### src/rtl/alu_ctrl_pkg.sv
// Opcode constants and controller state encoding shared by alu_share_ctrl and its bench.
package alu_ctrl_pkg;

    localparam logic [4:0] OP_ADD = 5'd0;
    localparam logic [4:0] OP_SUB = 5'd1;
    localparam logic [4:0] OP_MUL = 5'd2;
    localparam logic [4:0] OP_DIV = 5'd3;
    localparam logic [4:0] OP_MOD = 5'd4;
    localparam logic [4:0] OP_MAX = 5'd21;

    typedef enum logic [1:0] {
        IDLE = 2'd0,
        EXEC = 2'd1,
        RESP = 2'd2
    } ctrl_state_e;

    // Div and mod are the only ops that cannot accept a zero right operand.
    function automatic logic op_needs_divisor(input logic [4:0] sel);
        return (sel == OP_DIV) || (sel == OP_MOD);
    endfunction

endpackage

### src/rtl/alu_share_ctrl_rr_arbiter.sv
// Combinational round-robin arbiter: first asserted request at or after ptr, wrapping.
module rr_arbiter #(
    parameter int N     = 4,
    parameter int IDX_W = $clog2(N)
) (
    input  logic [N-1:0]     req,
    input  logic [IDX_W-1:0] ptr,
    output logic [N-1:0]     grant,
    output logic [IDX_W-1:0] idx,
    output logic             any
);

    logic             hit_s;
    logic [IDX_W-1:0] pos_s;

    function automatic int wrap_pos(input int p, input int o);
        return (p + o) % N;
    endfunction

    // Scan requesters starting from the pointer; the first hit wins.
    always_comb begin
        grant = {N{1'b0}};
        idx   = {IDX_W{1'b0}};
        any   = 1'b0;
        hit_s = 1'b0;
        pos_s = {IDX_W{1'b0}};
        for (int i = 0; i < N; i++) begin
            pos_s        = IDX_W'(wrap_pos(int'(ptr), i));
            hit_s        = ~any & req[pos_s];
            grant[pos_s] = hit_s;
            idx          = hit_s ? pos_s : idx;
            any          = any | hit_s;
        end
    end

endmodule

### src/rtl/alu_share_ctrl.sv
// Time-shares one combinational ALU among NUM_REQ requesters with round-robin
// arbitration, a fixed settle window per op and a valid/ready response channel.
module alu_share_ctrl
    import alu_ctrl_pkg::*;
#(
    parameter int NUM_REQ     = 4,
    parameter int DATA_W      = 64,
    parameter int SEL_W       = 5,
    parameter int EXEC_CYCLES = 2,
    parameter int MAX_OP      = 21
) (
    input  logic                       clk,
    input  logic                       rst,
    input  logic [NUM_REQ-1:0]         req_valid,
    output logic [NUM_REQ-1:0]         req_ready,
    input  logic [NUM_REQ*DATA_W-1:0]  req_a,
    input  logic [NUM_REQ*DATA_W-1:0]  req_b,
    input  logic [NUM_REQ*SEL_W-1:0]   req_sel,
    output logic                       rsp_valid,
    input  logic                       rsp_ready,
    output logic [$clog2(NUM_REQ)-1:0] rsp_id,
    output logic [2*DATA_W-1:0]        rsp_result,
    output logic                       rsp_illegal,
    output logic [DATA_W-1:0]          alu_a,
    output logic [DATA_W-1:0]          alu_b,
    output logic [SEL_W-1:0]           alu_sel,
    input  logic [2*DATA_W-1:0]        alu_c,
    output logic                       busy
);

    localparam int IDX_W = $clog2(NUM_REQ);
    localparam int CNT_W = (EXEC_CYCLES > 1) ? $clog2(EXEC_CYCLES) : 1;
    localparam logic [CNT_W-1:0] CNT_LOAD = CNT_W'(EXEC_CYCLES - 1);
    localparam logic [SEL_W-1:0] SEL_MAX  = SEL_W'(MAX_OP);
    localparam logic [IDX_W-1:0] IDX_LAST = IDX_W'(NUM_REQ - 1);

    ctrl_state_e         state_q, state_d;
    logic [IDX_W-1:0]    ptr_q, ptr_d;
    logic [CNT_W-1:0]    cnt_q, cnt_d;
    logic [DATA_W-1:0]   alu_a_q, alu_a_d;
    logic [DATA_W-1:0]   alu_b_q, alu_b_d;
    logic [SEL_W-1:0]    alu_sel_q, alu_sel_d;
    logic                rsp_valid_q, rsp_valid_d;
    logic [IDX_W-1:0]    rsp_id_q, rsp_id_d;
    logic [2*DATA_W-1:0] rsp_result_q, rsp_result_d;
    logic                rsp_illegal_q, rsp_illegal_d;
    logic                busy_q, busy_d;

    logic [NUM_REQ-1:0]  arb_grant_s;
    logic [IDX_W-1:0]    arb_idx_s;
    logic                arb_any_s;
    logic [NUM_REQ-1:0]  req_ready_s;
    logic [DATA_W-1:0]   win_a_s;
    logic [DATA_W-1:0]   win_b_s;
    logic [SEL_W-1:0]    win_sel_s;
    logic                reject_s;

    rr_arbiter #(
        .N     (NUM_REQ),
        .IDX_W (IDX_W)
    ) u_arb (
        .req   (req_valid),
        .ptr   (ptr_q),
        .grant (arb_grant_s),
        .idx   (arb_idx_s),
        .any   (arb_any_s)
    );

    // Select the winner's operands (grant is one-hot) and classify the op.
    always_comb begin
        win_a_s   = {DATA_W{1'b0}};
        win_b_s   = {DATA_W{1'b0}};
        win_sel_s = {SEL_W{1'b0}};
        for (int i = 0; i < NUM_REQ; i++) begin
            win_a_s   = arb_grant_s[i] ? req_a[i*DATA_W +: DATA_W] : win_a_s;
            win_b_s   = arb_grant_s[i] ? req_b[i*DATA_W +: DATA_W] : win_b_s;
            win_sel_s = arb_grant_s[i] ? req_sel[i*SEL_W +: SEL_W] : win_sel_s;
        end
        reject_s = (win_sel_s > SEL_MAX) ||
                   (op_needs_divisor(5'(win_sel_s)) && (win_b_s == {DATA_W{1'b0}}));
    end

    // Next-state and datapath update for the IDLE -> EXEC -> RESP sequence.
    always_comb begin
        state_d       = state_q;
        ptr_d         = ptr_q;
        cnt_d         = cnt_q;
        alu_a_d       = alu_a_q;
        alu_b_d       = alu_b_q;
        alu_sel_d     = alu_sel_q;
        rsp_valid_d   = rsp_valid_q;
        rsp_id_d      = rsp_id_q;
        rsp_result_d  = rsp_result_q;
        rsp_illegal_d = rsp_illegal_q;
        req_ready_s   = {NUM_REQ{1'b0}};

        case (state_q)
            IDLE: begin
                if (arb_any_s && !rst) begin
                    req_ready_s = arb_grant_s;
                    ptr_d       = (arb_idx_s == IDX_LAST) ? {IDX_W{1'b0}} : arb_idx_s + IDX_W'(1);
                    rsp_id_d    = arb_idx_s;
                    if (reject_s) begin
                        // Rejected ops skip the ALU entirely and leave alu_* untouched.
                        rsp_illegal_d = 1'b1;
                        rsp_result_d  = {(2*DATA_W){1'b0}};
                        rsp_valid_d   = 1'b1;
                        state_d       = RESP;
                    end else begin
                        rsp_illegal_d = 1'b0;
                        alu_a_d       = win_a_s;
                        alu_b_d       = win_b_s;
                        alu_sel_d     = win_sel_s;
                        cnt_d         = CNT_LOAD;
                        state_d       = EXEC;
                    end
                end else begin
                    state_d = IDLE;
                end
            end
            EXEC: begin
                if (cnt_q == {CNT_W{1'b0}}) begin
                    rsp_result_d = alu_c;
                    rsp_valid_d  = 1'b1;
                    state_d      = RESP;
                end else begin
                    cnt_d = cnt_q - CNT_W'(1);
                end
            end
            RESP: begin
                if (rsp_ready) begin
                    rsp_valid_d = 1'b0;
                    state_d     = IDLE;
                end else begin
                    state_d = RESP;
                end
            end
            default: begin
                rsp_valid_d = 1'b0;
                state_d     = IDLE;
            end
        endcase

        busy_d = (state_d != IDLE);
    end

    // State and output registers; reset drops any in-flight op.
    always_ff @(posedge clk) begin
        if (rst) begin
            state_q       <= IDLE;
            ptr_q         <= {IDX_W{1'b0}};
            cnt_q         <= {CNT_W{1'b0}};
            alu_a_q       <= {DATA_W{1'b0}};
            alu_b_q       <= {DATA_W{1'b0}};
            alu_sel_q     <= {SEL_W{1'b0}};
            rsp_valid_q   <= 1'b0;
            rsp_id_q      <= {IDX_W{1'b0}};
            rsp_result_q  <= {(2*DATA_W){1'b0}};
            rsp_illegal_q <= 1'b0;
            busy_q        <= 1'b0;
        end else begin
            state_q       <= state_d;
            ptr_q         <= ptr_d;
            cnt_q         <= cnt_d;
            alu_a_q       <= alu_a_d;
            alu_b_q       <= alu_b_d;
            alu_sel_q     <= alu_sel_d;
            rsp_valid_q   <= rsp_valid_d;
            rsp_id_q      <= rsp_id_d;
            rsp_result_q  <= rsp_result_d;
            rsp_illegal_q <= rsp_illegal_d;
            busy_q        <= busy_d;
        end
    end

    assign req_ready   = req_ready_s;
    assign rsp_valid   = rsp_valid_q;
    assign rsp_id      = rsp_id_q;
    assign rsp_result  = rsp_result_q;
    assign rsp_illegal = rsp_illegal_q;
    assign alu_a       = alu_a_q;
    assign alu_b       = alu_b_q;
    assign alu_sel     = alu_sel_q;
    assign busy        = busy_q;

endmodule

### config.mk
export PLATFORM = sky130hd
export DESIGN_NAME = alu_share_ctrl
export DESIGN_NICKNAME = d
export VERILOG_FILES = /design/src/rtl/alu_ctrl_pkg.sv /design/src/rtl/alu_share_ctrl_rr_arbiter.sv /design/src/rtl/alu_share_ctrl.sv
export SDC_FILE = /design/constraint.sdc
export NUM_CORES = 1
export LEC_CHECK = 0
export CORE_AREA = 4 4 362 364
export DETAILED_ROUTE_END_ITERATION = 16
export DIE_AREA = 0 0 366 368
export PLACE_DENSITY = 0.37
export SLEW_MARGIN = 10
export SYNTH_ARGS = -nofsm -noshare
export SYNTH_HDL_FRONTEND = slang
export SYNTH_SLANG_ARGS = --single-unit
### constraint.sdc
create_clock -name clk -period 5.8 [get_ports clk]
set_input_delay 0.58 -clock clk [delete_from_list [all_inputs] [get_ports clk]]
set_output_delay 0.58 -clock clk [all_outputs]
set_load 0.01 [all_outputs]
* Yosys cells after proc, flatten, opt, wreduce, memory -nomap -nowiden *
Cells that the tools add are included.

word-level totals
  register bits = 271
  latch bits = 0
  bits in writable memories = 0
  bits in read-only memories = 0
  input port bits = 667
  output and inout port bits = 270
  logic and storage cells = 121
  memories = 0

operators by class
  $add $sub $neg = 5
  multipliers = 0
  div/mod/pow operators = 0
  magnitude comparators = 9
  equal/unequal tests = 10
  shift operators = 0
  mux-type cells = 57
  bitwise operators = 11
  reductions and logical operators = 18

operators by type and width
  operator                                                    count
  2-to-1 mux 64 bit                                           8
  2-to-1 mux 128 bit                                          3
  one-hot mux 128 bit (2 select lines)                        1
  zero test 64 bit                                            1
  2-to-1 mux 5 bit                                            4
  2-to-1 mux 2 bit                                            9
  2-to-1 mux 1 bit                                            16
  bitwise mux 4 bit                                           3
  less-than comparator 2 x 3 -> 1 bit, second input constant  4
  != test 2 bit, second input constant                        5
  binary-select mux 1 bit (select 2 bit)                      4
  demux 1 bit (select 2 bit)                                  4
  >= comparator 2 x 1 -> 1 bit, second input constant         4
  2-to-1 mux 4 bit                                            2
  AND reduction 4 bit                                         2
  logical AND 1 bit                                           6
  one-hot mux 2 bit (3 select lines)                          1
  AND reduction 3 bit                                         2
  == test 5 x 2 -> 1 bit, second input constant               1
  == test 5 x 3 -> 1 bit, second input constant               1
  > comparator 5 bit, second input constant                   1
  adder 2 x 1 -> 2 bit, second input constant                 2
  adder 2 bit, second input constant                          2
  bitwise AND 4 bit                                           1
  13 further kinds                                            23

* Logic depth before layout (Yosys ltp) *
Gate-level depths: netlist (run 1).

  word-level depth = 23
  gate-level depth with buffers = 22
  mapped depth without buffers = 14

* Hierarchy *
From an unflattened synthesis (run 1), not the netlist that was laid out.

second synthesis, totals
  cells, all modules = 1660
  area total of the unflattened synthesis = 13927.1 µm²

by module, submodules not included
  module          instances  cells an instance  area each (µm²)
  alu_share_ctrl  1          1601               13432.9
  rr_arbiter      1          59                 494.2

* Worst setup path before layout (run 1) *
OpenSTA, ideal clock, no wires.

  kind = register to register
  start = register (tool-made name)
  end = register rsp_result_q[106] (netlist: rsp_result[106])
  library setup time = 122 ps
  arrival time = 4817 ps
  required time = 5678 ps
  path slack = 861 ps
  stages on the path, launching flop included = 20
  path buffers = 6
  clock period less this slack = 4939 ps
  cell sequence = dfxtp_1 buf_2 buf_2 inv_1 ha_1 buf_2 mux4_2 and4bb_1 nor4_2 nor3_2 buf_2 a221oi_1 o21ai_1 or3b_1 a2111oi_2 a41oi_2 o31ai_4 buf_2 buf_4 a211oi_1

RTL lines
  element               line                   text
  to (signal assigned)  alu_share_ctrl.sv:158  rsp_result_q <= {(2*DATA_W){1'b0}};
  to (signal assigned)  alu_share_ctrl.sv:170  rsp_result_q <= rsp_result_d;
  to (decl)             alu_share_ctrl.sv:45   logic [2*DATA_W-1:0] rsp_result_q, rsp_result_d;

* Final worst setup path (run 1) *
  start = register ptr_q[1]
  end = register alu_a_q[35] (netlist: alu_a[35])

between the ends
  word-level cells in the longest chain between the ends = 21

ends and longest elaborated chain
  element                                                        line                   text
  from (decl)                                                    alu_share_ctrl.sv:38   logic [IDX_W-1:0] ptr_q, ptr_d;
  from (signal assigned)                                         alu_share_ctrl.sv:151  ptr_q <= {IDX_W{1'b0}};
  from (signal assigned)                                         alu_share_ctrl.sv:163  ptr_q <= ptr_d;
  branches (longest 21 deep; another with adder 2 x 1 -> 2 bit)  -
  to (signal assigned)                                           alu_share_ctrl.sv:153  alu_a_q <= {DATA_W{1'b0}};
  to (signal assigned)                                           alu_share_ctrl.sv:165  alu_a_q <= alu_a_d;
  to (decl)                                                      alu_share_ctrl.sv:40   logic [DATA_W-1:0] alu_a_q, alu_a_d;

Parallel ways; which one is timed is not known. The select of a mux whose other input is x is not followed.
A chain may end at the register's enable or synchronous reset.

==> flow_metrics.env, run 1 <==
export IMPL_final_min_clock_period_ps=5360
export IMPL_antenna_found_initial=54
export IMPL_synth_edf_count=0
export IMPL_die_h_um=368
export IMPL_viasPerCell=4.42
export IMPL_r2r_cells=17
export IMPL_r2r_start="ptr_q[1]$_SDFFE_PP0P_"
export IMPL_yosys_cell_types_count=67
export IMPL_die_w_um=366
export IMPL_p_per_area_nw_per_um2=561
export IMPL_ys_warnings_count=0
export IMPL_setup_viol=0
export IMPL_end_kind="flip-flop"
export IMPL_globalplace_congestion=0.873
export IMPL_cp_data_required_time_ps=6270
export IMPL_drt_iter0_drc=1516
export IMPL_vias=19700
export IMPL_clockRootBuffer="clkbuf_16"
export IMPL_nets=3432
export IMPL_maxCapViolations=0
export IMPL_wirelength_mm=123
export IMPL_drv_slew=0
export IMPL_hpwl_mm=97.7
export IMPL_die_area_um2=135000
export IMPL_seq_power_share_pct=17.1
export IMPL_min_from="rst"
export IMPL_netlist_top_cells_count="a21oi_1, dfxtp_1, a211oi_1, clkbuf_1, o21ai_0"
export IMPL_ioPinCount=937
export IMPL_fin_setup_tns_ps=0
export IMPL_clk_latency_ps=590
export IMPL_finalClockSkew_ps=19.0
export IMPL_core_um2=127000
export IMPL_combPwrFrac_pct=65.9
export IMPL_num_rows=131
export IMPL_switching_share_pct=50.0
export IMPL_synth_most_common_cell="a21oi_1"
export IMPL_r2r_setup_slack_ps=440
export IMPL_dpl_worst_slack_ps=158
export IMPL_overflow=0
export IMPL_htreeDepth=2
export IMPL_port_buffer_count=936
export IMPL_leakage_nw=8.90
export IMPL_r2r_end="alu_a[35]$_SDFFE_PP0P_"
export IMPL_synth_top_area_share_pct=36.6
export IMPL_hold_violations=0
export IMPL_ys_ff_latch=271
export IMPL_hold_end="alu_b[43]$_SDFFE_PP0P_"
export IMPL_slew_headroom_pct=25.0
export IMPL_min_period_over_period_pct=92.4
export IMPL_peakVddDrop_mv=0.282
export IMPL_wl_per_cell_um=27.4
export IMPL_critPathSlowestCell="mux4_2"
export IMPL_ys_flop_type="dfxtp_1"
export IMPL_syn_area_um2=14800
export IMPL_synth_top_cell_by_area="dfxtp_1"
export IMPL_grt_max_degree=151
export IMPL_hold_depth=2
export IMPL_synthTopCellsByArea="dfxtp_1, a21oi_1, a211oi_1, a221oi_1, clkbuf_1"
export IMPL_ant_nets=0
export IMPL_rsz0062_at_grt="no"
export IMPL_postSynth_asyncResetShare_pct=0
export IMPL_synth_nets=2594
export IMPL_grt_pass1_wl_mm=166
export IMPL_cts_max_path_buffers=3
export IMPL_p_sw_mw=7.79
export IMPL_grt_pass1_vias=19500
export IMPL_cp_cell_sequence="inv_1, ha_1, mux4_2, nor2_1, a21boi_1, nor3_4, buf_12, a22oi_1, a31oi_1, o31a_1, a2111oi_2, buf_4, a41oi_4, buf_12, buf_12, a21oi_1, a211oi_1"
export IMPL_crit_fanout=42
export IMPL_path_delay_family="compound AO/OA/AOI/OAI gates"
export IMPL_cts_tree="yes"
export IMPL_grt_total_usage_pct=17.2
export IMPL_seq_area_frac_synth_pct=36.6
export IMPL_start_util_pct=11.6
export IMPL_cts_made_buffers=40
export IMPL_syn_instance_count=1921
export IMPL_path_buf_inv=5
export IMPL_fin_ws_ps=442
export IMPL_clock_power_share_pct=17.1
export IMPL_startpoint_type="flip-flop"
export IMPL_clock_sinks=271
export IMPL_tightest_slew_ps=1130
export IMPL_p_int_mw=7.79
export IMPL_crit_arrival_ps=5830
export IMPL_syn_to_final_growth_pct=87.6
export IMPL_power_mw=15.6
export IMPL_avgSynthCellArea_um2=7.71
export IMPL_path_clk_slew_ps=60
export IMPL_status="complete, no violations"
export IMPL_worst_path_most_repeated_cell="buf_12"
export IMPL_critPathKind="flip-flop to flip-flop"
export IMPL_firstDrtPassIters=7
export IMPL_cp_slowest_stage_delay_ps=580
export IMPL_drive_above_1_share_pct=6.77
export IMPL_drc=0
export IMPL_fmax_mhz=187
export IMPL_min_path_type="primary input to flip-flop"
==> per-stage QoR <==
stage | area [um2] | util, % | cells | hold slack [ps]
final | 27800 | 21.8 | 4468 | 417
after global routing | 27800 | 21.8 | 4460 | 402
after CTS | 27700 | 21.8 | 4452 | 378
after detailed placement | 26400 | 20.7 | 4379 | 469
after global placement | 26400 | 20.7 | 4379 | 465
after floorplan | 14800 | - | 1921 | 484
==> how the worst max path moves through the flow <==
stage | slack (ps) | endpoint | cells past startpoint | startpoint
finish | 440 | alu_a[35]$_SDFFE_PP0P_ | 17 | ptr_q[1]$_SDFFE_PP0P_
detailed placement | 160 | rsp_result[25]$_SDFFE_PP0P_ | 15 | req_valid[3]
global placement | 170 | busy$_SDFF_PP0_ | 15 | req_valid[3]
CTS | 300 | rsp_result[25]$_SDFFE_PP0P_ | 18 | ptr_q[1]$_SDFFE_PP0P_
floorplan | 860 | rsp_result[106]$_SDFFE_PP0P_ | 19 | flip-flop
global route | 60 | alu_a[51]$_SDFFE_PP0P_ | 17 | ptr_q[1]$_SDFFE_PP0P_
==> layout by cell type, fill, tap and decap left out, types with 8 or more instances in the layout <==
| cell | instances |
|---|---|
| o21ai_0 | 125 |
| nand2_1 | 43 |
| o21a_1 | 8 |
| clkbuf_16 | 40 |
| dfxtp_1 | 270 |
| nor4_1 | 18 |
| nor3_1 | 74 |
| buf_12 | 22 |
| clkbuf_1 | 9 |
| a31oi_1 | 16 |
| a21oi_1 | 506 |
| nor2_1 | 112 |
| diode_2 | 16 |
| a221oi_1 | 100 |
| nand3_1 | 53 |
| mux2i_1 | 9 |
| clkbuf_8 | 9 |
| buf_4 | 73 |
| a211oi_1 | 239 |
| clkdlybuf4s50_1 | 935 |
==> routing by layer <==
layer | vias to the layer above | GRT usage (%) | routed length [um]
met1 | 9514 | 21.1 | 50400
met3 | 169 | 6.57 | 12100
met5 | - | 0 | 114
met4 | 18 | 5.39 | 3680
li1 | 9113 | - | -
met2 | 931 | 27.8 | 56200
==> sequential cells by signal (all words and copies together) (netlist names), 2 cells and up, named ones only <==
name        flops
alu_a          64
alu_b          64
alu_sel         5
rsp_id          2
rsp_result    128
state_q         2
==> cells by family (layout without fill, tap and decap cells) <==
logic type	after synthesis	after routing	synth area share, %
AND/OR/NAND/NOR	340	340	10.9
buffers and inverters	240	1109	6.81
flip-flops	271	271	36.6
other	0	16	0
AO/OA/AOI/OAI	1047	1047	43.7
XOR/XNOR	2	2	0.118
multiplexers	15	15	1.37
adder cells (fa/ha/maj)	6	6	0.507
==> power groups by stage <==
stage	clock network [mW]	registers (mW)	logic (mW)
CTS	2.78	2.67	10.4
global placement	0	2.70	10.3
global route	2.85	2.72	11.1
finish	2.66	2.66	10.3
detailed placement	0	2.70	10.3
floorplan	0	2.74	5.10
==> what timing repair did <==
action | 4_1_cts | 5_1_grt
buffers inserted | 0 | 0
hold buffers | 0 | 0
resized for setup | 0 | 1
setup endpoints to repair | 0 | 43
==> layout make-up <==
type	count	area (um2)
clock buffer	58	1160
fill	14100	99600
antenna	16	40.0
clock inverter	15	219
timing repair buffer	1031	10400
tap	1662	2080
sequential	271	5430
multi-input combinational	1410	8490
inverter	5	18.8
Note: power is estimated with default switching activity, not from simulation.
==> run 2: changes to the inputs <==
--- a/config.mk
+++ b/config.mk
@@ -8,7 +8,9 @@
 export CORE_AREA = 4 4 362 364
 export DETAILED_ROUTE_END_ITERATION = 16
 export DIE_AREA = 0 0 366 368
-export PLACE_DENSITY = 0.37
+export DONT_BUFFER_PORTS = 1
+export GPL_ROUTABILITY_DRIVEN = 0
+export PLACE_DENSITY = 0.3
 export SLEW_MARGIN = 10
 export SYNTH_ARGS = -nofsm -noshare
 export SYNTH_HDL_FRONTEND = slang
==> run 2 against run 1 <==
Effect of this change: clock-buffer cell count is 4 higher; sequential share of layout area up 9.8 points; power decreased by 6.6%; register-to-register slack got worse by 210 ps; first-iteration DRC count shrank 6.0%; critical path depth fell by 1; non-clock buffer count down 931; critical endpoint is now rsp_result[10]$_SDFFE_PP0P_.
==> flow_metrics.env, run 2 (synthesis results as in run 1) <==
export IMPL_startpoint_type="flip-flop"
export IMPL_htreeDepth=2
export IMPL_firstDrtPassIters=6
export IMPL_ant_nets=0
export IMPL_cts_made_buffers=41
export IMPL_maxCapViolations=0
export IMPL_core_um2=127000
export IMPL_cp_cell_sequence="inv_1, ha_1, mux4_2, and4bb_1, nor4_4, nor3_4, buf_4, a221oi_1, o21ai_0, nor2_1, and4_1, a41oi_4, o31ai_4, buf_12, buf_12, a211oi_1"
export IMPL_drive_above_1_share_pct=10.7
export IMPL_r2r_start="ptr_q[1]$_SDFFE_PP0P_"
export IMPL_port_buffer_count=0
export IMPL_hold_slack_ps=113
export IMPL_crit_arrival_ps=5990
export IMPL_grt_max_degree=275
export IMPL_die_area_um2=135000
export IMPL_worst_path_most_repeated_cell="buf_12"
export IMPL_nets=2502
export IMPL_cp_data_required_time_ps=6220
export IMPL_drv_slew=0
export IMPL_clockRootBuffer="clkbuf_16"
export IMPL_fin_ws_ps=236
export IMPL_wl_per_cell_um=31.4
export IMPL_fmax_mhz=180
export IMPL_num_rows=131
export IMPL_critPathKind="flip-flop to flip-flop"
export IMPL_min_period_over_period_pct=95.9
export IMPL_viasPerCell=4.64
export IMPL_hold_violations=0
export IMPL_hold_depth=1
export IMPL_die_h_um=368
export IMPL_final_util_pct=14.5
export IMPL_grt_pass1_wl_mm=146
export IMPL_drc=0
export IMPL_hpwl_mm=88.6
export IMPL_r2r_end="rsp_result[10]$_SDFFE_PP0P_"
export IMPL_dpl_worst_slack_ps=-7.44
export IMPL_path_clk_slew_ps=50
export IMPL_final_common_cell="a21oi_1"
export IMPL_seq_power_share_pct=21.3
export IMPL_clock_power_share_pct=17.7
export IMPL_final_min_clock_period_ps=5560
export IMPL_ioPinCount=937
export IMPL_wirelength_mm=111
export IMPL_final_cell_mix="a21oi_1, dfxtp_1, a211oi_1"
export IMPL_finalClockSkew_ps=18.4
export IMPL_dp_cells=3448
export IMPL_holdBufCountCts=0
export IMPL_path_delay_family="simple AND/OR/NAND/NOR gates"
export IMPL_crit_path_start="ptr_q[1]$_SDFFE_PP0P_"
export IMPL_combPwrFrac_pct=61.0
export IMPL_die_w_um=366
export IMPL_clock_sinks=271
export IMPL_p_sw_mw=7.68
export IMPL_antenna_found_initial=55
export IMPL_finalNonFillerCells=3540
export IMPL_critPathSlowestCell="nor2_1"
export IMPL_path_buf_inv=4
export IMPL_rsz0062_at_grt="no"
export IMPL_grt_pass1_vias=15700
export IMPL_cts_tree="yes"
export IMPL_leakage_nw=5.38
export IMPL_postCtsSetupBuffers=0
export IMPL_end_kind="flip-flop"
export IMPL_fin_setup_tns_ps=0
export IMPL_min_from="rst"
export IMPL_tightest_slew_ps=990
export IMPL_peakVddDrop_mv=0.351
export IMPL_p_per_area_nw_per_um2=786
export IMPL_switching_share_pct=52.8
export IMPL_cp_slowest_stage_delay_ps=730
export IMPL_setup_viol=0
export IMPL_drt_iter0_drc=1425
export IMPL_r2r_cells=16
export IMPL_clk_latency_ps=590
export IMPL_status="complete, no violations"
export IMPL_hold_end="alu_b[44]$_SDFFE_PP0P_"
export IMPL_start_util_pct=11.6
export IMPL_overflow=0
export IMPL_grt_total_usage_pct=15.5
export IMPL_min_path_type="primary input to flip-flop"
export IMPL_largest_reg_flops=128
export IMPL_cts_max_path_buffers=3
export IMPL_slew_headroom_pct=33.4
export IMPL_r2r_setup_slack_ps=240
export IMPL_vias=16400
export IMPL_syn_to_final_growth_pct=24.8
export IMPL_crit_fanout=20
export IMPL_p_int_mw=6.86
-- run 2: cell count changes in the layout (fill, tap and decap cells not counted), moves of 3 or more --
cell / before / now
buf_4: 73 / 79
clkbuf_8: 9 / 13
bufinv_16: 4 / 1
clkdlybuf4s50_1: 935 / 0
diode_2: 16 / 21
-- run 2: power by group through the flow --
stage	Sequential, mW	Clock, mW	Combinational [mW]
4_1_cts	3.15	2.71	8.93
5_1_grt	3.20	2.75	9.64
6_report	3.10	2.57	8.87
2_1_floorplan	2.74	0	5.10
3_3_place_gp	3.20	0	8.77
3_5_place_dp	3.19	0	8.88
-- run 2: cell type report --
cell class,instances,area (um2)
inverters,5,18.8
well taps,1662,2080
multi-input cells,1410,8550
clock inverters,9,104
clock buffers,62,1260
flip-flops and latches,271,5430
repair buffers,100,1010
diodes,21,52.6
fillers,14500,109000
-- run 2: stage by stage --
stage                     instance area (um2)  total power [mW]
after floorplan                         14800              7.85
after CTS                               18400              14.8
after global routing                    18500              15.6
final                                   18500              14.5
after detailed placement                17000              12.1
after global placement                  17000              12.0
-- run 2: worst max path at each step --
stage | cells after the start | endpoint
floorplan | 19 | rsp_result[106]$_SDFFE_PP0P_
global placement | 18 | alu_b[30]$_SDFFE_PP0P_
detailed placement | 18 | alu_b[39]$_SDFFE_PP0P_
CTS | 18 | alu_b[60]$_SDFFE_PP0P_
global route | 20 | alu_b[37]$_SDFFE_PP0P_
finish | 16 | rsp_result[10]$_SDFFE_PP0P_
-- run 2: timing repair --
item / CTS / global route
hold endpoints to repair: 0 / 0
gates resized for setup: 2 / 8
pin swaps: 0 / 1
endpoints found under the setup margin: 56 / 233
-- run 2: per-layer routing --
layer | wire length (um) | GRT usage [%]
met5 | 193 | 0
met4 | 3270 | 4.61
met3 | 13700 | 7.63
met2 | 51900 | 25.7
met1 | 42000 | 17.6
